[src/rtl/mul_pkg.sv]
// Shared definitions for the multiplier result path: default widths and the
// accumulator state encoding (also used by the multiplier bench).
package mul_pkg;

  localparam int unsigned PROD_W_DEF = 128;
  localparam int unsigned LEN_W_DEF  = 16;

  typedef enum logic {
    IDLE = 1'b0,
    ACC  = 1'b1
  } acc_state_t;

endpackage

[src/rtl/sat_add.sv]
// Combinational saturating two's-complement adder with overflow flag.
module sat_add #(
  parameter int unsigned PROD_W = 128
) (
  input  logic [PROD_W-1:0] i_a,
  input  logic [PROD_W-1:0] i_b,
  output logic [PROD_W-1:0] o_sum,
  output logic              o_ovf
);

  logic [PROD_W-1:0] w_raw;
  logic [PROD_W-1:0] w_max;
  logic [PROD_W-1:0] w_min;

  assign w_raw = i_a + i_b;
  assign w_max = {1'b0, {(PROD_W-1){1'b1}}};
  assign w_min = {1'b1, {(PROD_W-1){1'b0}}};

  // Overflow only when both operands share a sign the result does not;
  // clamp toward the operands' sign.
  always_comb begin
    o_ovf = (i_a[PROD_W-1] == i_b[PROD_W-1]) && (w_raw[PROD_W-1] != i_a[PROD_W-1]);
    o_sum = w_raw;
    if (o_ovf) begin
      o_sum = i_a[PROD_W-1] ? w_min : w_max;
    end
  end

endmodule

[src/rtl/mul_result_acc.sv]
// Batch accumulator for multiplier products: sums `len` products with
// saturation and presents the result through a single-entry output register.
module mul_result_acc
  import mul_pkg::*;
#(
  parameter int unsigned PROD_W = PROD_W_DEF,
  parameter int unsigned LEN_W  = LEN_W_DEF
) (
  input  logic              clk,
  input  logic              rst,
  input  logic              start,
  input  logic [LEN_W-1:0]  len,
  input  logic              stb,
  input  logic [PROD_W-1:0] din,
  output logic              out_vld,
  input  logic              out_rdy,
  output logic [PROD_W-1:0] dout,
  output logic              out_sat,
  output logic              busy,
  output logic              ovr,
  output logic              drop
);

  acc_state_t        r_state;
  logic [PROD_W-1:0] r_acc;
  logic [LEN_W-1:0]  r_rem;
  logic              r_sat;
  logic              r_out_vld;
  logic [PROD_W-1:0] r_dout;
  logic              r_out_sat;
  logic              r_ovr;
  logic              r_drop;

  logic [PROD_W-1:0] w_sum;
  logic              w_ovf;
  logic              w_last;
  logic              w_load_ok;
  logic              w_restart;

  sat_add #(
    .PROD_W (PROD_W)
  ) u_sat_add (
    .i_a   (r_acc),
    .i_b   (din),
    .o_sum (w_sum),
    .o_ovf (w_ovf)
  );

  assign w_last    = (r_state == ACC) && stb && (r_rem == LEN_W'(1));
  assign w_load_ok = !r_out_vld || out_rdy;
  assign w_restart = start && (len != '0);

  // Batch FSM plus output register; completion and restart share one edge
  // so back-to-back batches run without a gap.
  always_ff @(posedge clk) begin
    if (rst) begin
      r_state   <= IDLE;
      r_acc     <= '0;
      r_rem     <= '0;
      r_sat     <= 1'b0;
      r_out_vld <= 1'b0;
      r_dout    <= '0;
      r_out_sat <= 1'b0;
      r_ovr     <= 1'b0;
      r_drop    <= 1'b0;
    end else begin
      if (w_last) begin
        if (w_load_ok) begin
          r_out_vld <= 1'b1;
          r_dout    <= w_sum;
          r_out_sat <= r_sat | w_ovf;
        end else begin
          r_ovr <= 1'b1;
        end
      end else if (r_out_vld && out_rdy) begin
        r_out_vld <= 1'b0;
      end

      case (r_state)
        IDLE: begin
          if (stb) begin
            r_drop <= 1'b1;
          end
          if (w_restart) begin
            r_state <= ACC;
            r_acc   <= '0;
            r_rem   <= len;
            r_sat   <= 1'b0;
          end
        end
        ACC: begin
          if (stb) begin
            if (r_rem == LEN_W'(1)) begin
              r_acc <= '0;
              r_sat <= 1'b0;
              if (w_restart) begin
                r_rem <= len;
              end else begin
                r_state <= IDLE;
                r_rem   <= '0;
              end
            end else begin
              r_acc <= w_sum;
              r_rem <= r_rem - LEN_W'(1);
              r_sat <= r_sat | w_ovf;
            end
          end
        end
        default: r_state <= IDLE;
      endcase
    end
  end

  assign out_vld = r_out_vld;
  assign dout    = r_dout;
  assign out_sat = r_out_sat;
  assign busy    = (r_state == ACC);
  assign ovr     = r_ovr;
  assign drop    = r_drop;

endmodule
[config.mk]
export PLATFORM = sky130hd
export DESIGN_NAME = mul_result_acc
export DESIGN_NICKNAME = d
export VERILOG_FILES = /design/src/rtl/mul_pkg.sv /design/src/rtl/sat_add.sv /design/src/rtl/mul_result_acc.sv
export SDC_FILE = /design/constraint.sdc
export NUM_CORES = 1
export LEC_CHECK = 0
export ABC_AREA = 1
export BUFFER_PORTS_ARGS = -buffer_cell sky130_fd_sc_hd__buf_2
export CAP_MARGIN = 20
export CORE_ASPECT_RATIO = 2
export CORE_MARGIN = 5
export CORE_UTILIZATION = 24
export CTS_CLUSTER_SIZE = 14
export DETAILED_ROUTE_END_ITERATION = 16
export RECOVER_POWER = 25
export SLEW_MARGIN = 20
export SYNTH_ARGS = -nofsm -noshare
export SYNTH_HDL_FRONTEND = slang
export SYNTH_SLANG_ARGS = --single-unit
export TNS_END_PERCENT = 100
[constraint.sdc]
create_clock -name clk -period 6.5 [get_ports clk]
set_clock_uncertainty 0.15 [all_clocks]
set_input_delay 1.3 -clock clk [delete_from_list [all_inputs] [get_ports clk]]
set_output_delay 1.3 -clock clk [all_outputs]
set_load 0.01 [all_outputs]
==> results of run 1 <==
[state kept, by name, summed over array words and instances, names as in the netlist]
| register | flops |
|---|---|
| ovr | 1 |
| out_sat | 1 |
| drop | 1 |
| busy | 1 |
| out_vld | 1 |
| r_acc | 128 |
| r_sat | 1 |
| r_rem | 16 |
| dout | 128 |
[worst min-delay path, cell delays in order, from the launching register on]
cell     delay (ns)
dfxtp_1        0.31
nand2_1        0.06
a21oi_1        0.05
[through the flow]
| stage | cell area (um2) | hold slack, ns | total power [uW] | util | instances |
|---|---|---|---|---|---|
| finish | 29750 | 0.3209 | 5153 | 0.2743 | 6502 |
| CTS | 29860 | 0.3208 | 5228 | 0.2752 | 6493 |
| global placement | 28740 | 0.2980 | 3180 | 0.2650 | 6434 |
| global route | 29740 | 0.3372 | 5415 | 0.2742 | 6498 |
| detailed placement | 28760 | 0.3106 | 3188 | 0.2652 | 6435 |
| floorplan | 26130 | 0.2901 | 2708 | - | 4870 |
[kinds of logic (layout without fill, tap and decap cells)]
family	after synthesis	in the layout	share of synthesized area
other	0	9	0
buffers and inverters	1106	1345	0.1712
adders and majority gates	130	130	0.06255
and+or+nand+nor	2916	2916	0.4550
xor gates and xnor gates	15	15	0.005029
AOI/OAI and AO/OA	425	425	0.09324
DFF	278	278	0.2130
[layer usage]
metal  up-vias  share of wire  track usage
li1      14910              -            -
met1     13020           0.34       0.2060
met2       756           0.51       0.4152
met3       347          0.038      0.02695
met4         8           0.11       0.1930
met5         -        0.00028            0
[how the worst max path moves through the flow]
stage            start        end
5_1_grt            rst  dout[116]
2_1_floorplan   din[5]   dout[27]
4_1_cts        din[87]  r_acc[40]
3_3_place_gp   din[87]  r_acc[28]
6_report           rst   dout[88]
3_5_place_dp   din[87]  r_acc[28]
[synth_stat cells (all sizes together) (4+ instances only)]
cell type / number
a21oi: 240
a221oi: 6
a31oi: 4
buf: 62
clkbuf: 57
dfxtp: 278
ha: 129
inv: 986
nand2: 2048
nand3: 152
nand3b: 22
nand4: 6
nor2: 577
nor3: 44
nor4: 8
o21ai: 156
o21bai: 7
or2: 57
xor2: 13
[report_power, final]
group | total [uW] | internal (uW) | switching, uW
sequential | 1790 | 1750 | 36.4
combinational | 1360 | 405 | 959
clock | 2000 | 1100 | 893
[final cells by class]
class,instances,area [um2]
Multi-Input combinational cell,3486,16110
Tap cell,1384,1732
Sequential cell,278,5565
Inverter,987,3710
Fill cell,12730,78720
Timing Repair Buffer,300,1520
Clock inverter,18,235.2
Antenna cell,9,22.52
Clock buffer,40,859.6
==> impl_metrics.csv, run 1 <==
group,metric,value,unit
run_status,status,"finished with violations",
run_status,violations,"max-capacitance violations, max-slew violations",
cts,worst_setup_hold_path_clk_slew,0.07,ns
power,p_leak,0.01729,uW
logic_synthesis,seq_area_frac_synth,0.2130,
sta,setup-violations-final,0,
worst_setup_path,r2r_cells,16,
finish,drive_gt1_frac,0.09924,
sta,finalHoldViolations,0,
cts,numCtsBuffers,31,
placement,place.gp.congestion,1.067,
sta,relSlewSlack,-1.852,
logic_synthesis,synth_nets,5149,
logic_synthesis,ys_types,49,
worst_hold_path,min_path_type,"register to register",
logic_synthesis,yosysWarnings,0,
logic_synthesis,synth-async-reset-ratio,0,
finish,most-common-layout-cells,"1,994 x nand2_1, 965 x inv_1, 560 x nor2_1",
worst_setup_path,cpMaxStageDelayCell,"dlymetal6s4s_1",
worst_setup_path,path_depth,5,
placement,portBuffers,281,
floorplan,io_pins,282,
global_route,antenna_found_initial,14,
logic_synthesis,syn-instance-count,4870,
cts,clock_latency,0.66,ns
cts,clock_sinks,278,
logic_synthesis,avgSynthCellArea,5.365,um2
sta,setup_tns,0,ns
worst_setup_path,worstPathMaxFanout,97,
route,wl_per_cell,20.55,um
route,drcViolationCount,0,
worst_hold_path,hold_start,"r_acc[38]",
cts,clockBufferDepth,3,
logic_synthesis,synthesis.area,26130,um2
worst_setup_path,path_cells,"buf_8 > dlymetal6s4s_1 > nor2_1 > o21ai_1 > inv_1",
global_route,grt.total_usage,0.2204,
route,ant_nets,0,
sta,worst_slack,1.566,ns
worst_setup_path,required,6.90,ns
cts,cts_root_buffer,"clkbuf_16",
worst_hold_path,hold_end,"r_acc[38]",
finish,syn_to_final_growth,13.88,%
route,drt_wl_total,133600,um
worst_setup_path,path_class,"input pin to register",
cts,hold_buffers,0,
sta,rsz0062_at_grt,"false",
global_route,grt_max_degree,119,
floorplan,die_area,116000,um2
worst_setup_path,reg2reg_from,"r_acc[87]",
placement,place_ws,1.481,ns
floorplan,rows,171,
worst_setup_path,path_buf_inv,3,
placement,dp.final_hpwl,113300,um
route,drt_iter0_drc,1510,
sta,period_needed,4.934,ns
worst_setup_path,arrival,5.33,ns
worst_setup_path,max_stage_delay,3.05,ns
cts,post_cts_buffers,0,
finish,layout.nets,5363,
global_route,grt_pass1_wl,189200,um
logic_synthesis,ys.flop_type,"dfxtp_1",
worst_setup_path,timing.rr.end,"r_acc[28]",
logic_synthesis,synth_top_area_cell,"nand2_1",
floorplan,coreArea,108500,um2
cts,cts.repair.resized,0,
worst_setup_path,crit_path_end_kind,"register",
floorplan,die_w,243.3,um
floorplan,start_util,0.2409,
sta,fmax,202.7,MHz
worst_setup_path,crit_family,"buffers and inverters",
worst_setup_path,r2r_setup_slack,2.52,ns
worst_setup_path,cp-start-kind,"input pin",
sta,worst_slew_pin_slew,4.278,ns
cts,cts_tree,"yes",
finish,mostFrequentLayoutCell,"nand2_1",
route,vias_per_cell,4.467,
sta,period_share,0.7591,
run,drv_cap,2,
global_route,overflow,0,
sta,slew_violations,115,
logic_synthesis,synth_area_leaders,"nand2_1 29%, dfxtp_1 21%, inv_1 14%, nor2_1 8.1%, ha_1 6.2%",
cts,cts_max_level,1,
worst_hold_path,hold_depth,2,
global_route,grt_pass1_vias,28850,
route,firstDrtPassIters,7,
logic_synthesis,synth_top_area_frac,0.2866,
power,vdd_drop_max,193.5,uV
route,vias,29040,
power,p_per_area,173.2,nW/um2
floorplan,die_y,476.6,um
logic_synthesis,synth-seq-cells,278,
logic_synthesis,synth_edf_count,0,
No activity file was read; power rests on OpenSTA's default activity.
==> inputs of run 2 (changes only) <==
==> constraint.sdc (replaced) <==
create_clock -name clk -period 4.4 [get_ports clk]
set_clock_uncertainty 0.15 [all_clocks]
set_input_delay 0.88 -clock clk [delete_from_list [all_inputs] [get_ports clk]]
set_output_delay 0.88 -clock clk [all_outputs]
set_load 0.01 [all_outputs]
==> run 2 against run 1 <==
Compared with the run above:
- the run still ends with max-capacitance violations, max-slew violations left
- power grew 44%
- via count decreased by 0.18%
- cell count is 0.91% higher
- critical path type unchanged
- largest power group unchanged
==> impl_metrics.csv, run 2 (synthesis gave the netlist of run 1 again) <==
group,metric,value,unit
run_status,status,"finished with violations",
run_status,violations,"max-capacitance violations, max-slew violations",
finish,syn_to_final_growth,15.67,%
route,drt_wl_total,132000,um
finish,drive_gt1_frac,0.1088,
worst_hold_path,min_path_type,"register to register",
worst_setup_path,crit_top_cell,"nand2_1",
worst_hold_path,hold_start,"r_sat",
finish,most-common-layout-cells,"1,994 x nand2_1, 965 x inv_1, 560 x nor2_1",
placement,portBuffers,281,
floorplan,die_y,476.6,um
cts,cts_tree,"yes",
floorplan,die_w,243.3,um
worst_setup_path,worstPathMaxFanout,26,
floorplan,rows,171,
power,vdd_drop_max,302.7,uV
worst_setup_path,arrival,3.76,ns
sta,fmax,285.6,MHz
cts,cts.repair.resized,0,
sta,slew_violations,77,
power,total_power,7435,uW
worst_setup_path,max_stage_delay,0.37,ns
cts,clockBufferDepth,3,
placement,place.gp.congestion,1.014,
route,vias_per_cell,4.419,
global_route,grt_pass1_wl,188200,um
power,p_leak,0.01755,uW
worst_hold_path,hold_depth,2,
sta,setup-violations-final,0,
worst_setup_path,path_cells,"buf_2 > ha_1 > nand2_1 > nor2_1 > nand2_1 > inv_1 > nand2_1 > nand2_1 > a21oi_2 > nor2_1 > buf_4 > nor2_2 > nand3_4 > buf_4 > buf_12 > nand3_1 > nand2_1 > nand2_1 > a21oi_1",
sta,worst_slew_pin_slew,2.219,ns
cts,cts_root_buffer,"clkbuf_16",
sta,period_share,0.7959,
route,wl_per_cell,20.12,um
floorplan,coreArea,108500,um2
power,p_per_area,246.0,nW/um2
sta,hold_slack,0.3103,ns
cts,worst_setup_hold_path_clk_slew,0.06,ns
global_route,grt_max_degree,130,
finish,final_area,30220,um2
worst_setup_path,required,4.66,ns
global_route,antenna_found_initial,14,
worst_setup_path,reg2reg_from,"r_acc[71]",
route,ant_nets,0,
worst_hold_path,hold_end,"r_sat",
floorplan,start_util,0.2409,
finish,final.fill_count,12690,
run,drv_cap,1,
finish,fin_util,0.2786,
cts,cts_max_level,1,
sta,setup_tns,0,ns
finish,mostFrequentLayoutCell,"nand2_1",
global_route,overflow,0,
cts,post_cts_buffers,0,
route,drcViolationCount,0,
worst_setup_path,cpMaxStageDelayCell,"ha_1",
floorplan,io_pins,282,
worst_setup_path,r2r_setup_slack,0.95,ns
worst_setup_path,cp-start-kind,"input pin",
cts,clock_latency,0.64,ns
route,firstDrtPassIters,5,
sta,finalHoldViolations,0,
sta,relSlewSlack,-0.4796,
finish,layout.nets,5425,
worst_setup_path,timing.rr.end,"r_acc[42]",
global_route,grt_pass1_vias,29040,
global_route,grt.total_usage,0.2183,
placement,placed_cell_area,29350,um2
floorplan,die_area,116000,um2
route,vias,28990,
cts,numCtsBuffers,30,
sta,rsz0062_at_grt,"false",
worst_setup_path,crit_path_end_kind,"register",
cts,hold_buffers,0,
sta,period_needed,3.502,ns
cts,clock_sinks,278,
worst_setup_path,path_class,"input pin to register",
placement,dp.final_hpwl,112800,um
worst_setup_path,r2r_cells,18,
route,drt_iter0_drc,1672,
## run 2: per-stage QoR
step | cells | worst slack [ns]
final | 6561 | 0.8981
after global routing | 6556 | 0.7184
after CTS | 6551 | 1.002
after detailed placement | 6498 | 0.3192
after global placement | 6498 | 0.3002
after floorplan | 4870 | 1.393
## run 2: layout make-up
cell class / instances / area, um2 / area share
diodes: 10 / 25.02 / 0.0008281
flip-flops and latches: 278 / 5565 / 0.1842
inverters: 987 / 3710 / 0.1228
clock inverters: 12 / 106.4 / 0.003519
well taps: 1384 / 1732 / 0.05730
clock buffers: 41 / 873.3 / 0.02890
multi-input cells: 3486 / 16110 / 0.5331
repair buffers: 363 / 2098 / 0.06944
## run 2: worst max path at each step
| stage | start | depth (start not counted) | to | slack [ns] |
|---|---|---|---|---|
| after floorplan | din[5] | 19 | dout[27] | 1.39 |
| after global placement | din[65] | 20 | dout[116] | 0.30 |
| after detailed placement | din[72] | 16 | r_acc[127] | 0.32 |
| after CTS | din[9] | 18 | dout[107] | 1.00 |
| after global routing | din[65] | 21 | r_acc[40] | 0.72 |
| final | din[72] | 19 | r_acc[42] | 0.90 |
## run 2: report_power, final
part           internal (uW)  switching (uW)
logic                    649            1460
registers               2590            53.4
clock network           1450            1240
total                   4690            2750
## run 2: worst max-delay path: cells and delay by family
kind                     cells  cell delay (ns)
AND/OR/NAND/NOR             11             1.42
adder cells (fa/ha/maj)      1             0.37
buffers and inverters        5             0.72
AO/OA/AOI/OAI                2             0.31
## run 2: routing by layer
| layer | routed length [um] | up-vias | global-route usage |
|---|---|---|---|
| li1 | - | 15010 | - |
| met1 | 45730 | 13010 | 0.2085 |
| met2 | 69730 | 684 | 0.4255 |
| met3 | 4557 | 276 | 0.02236 |
| met4 | 11970 | 6 | 0.1581 |
| met5 | 26 | - | 0 |
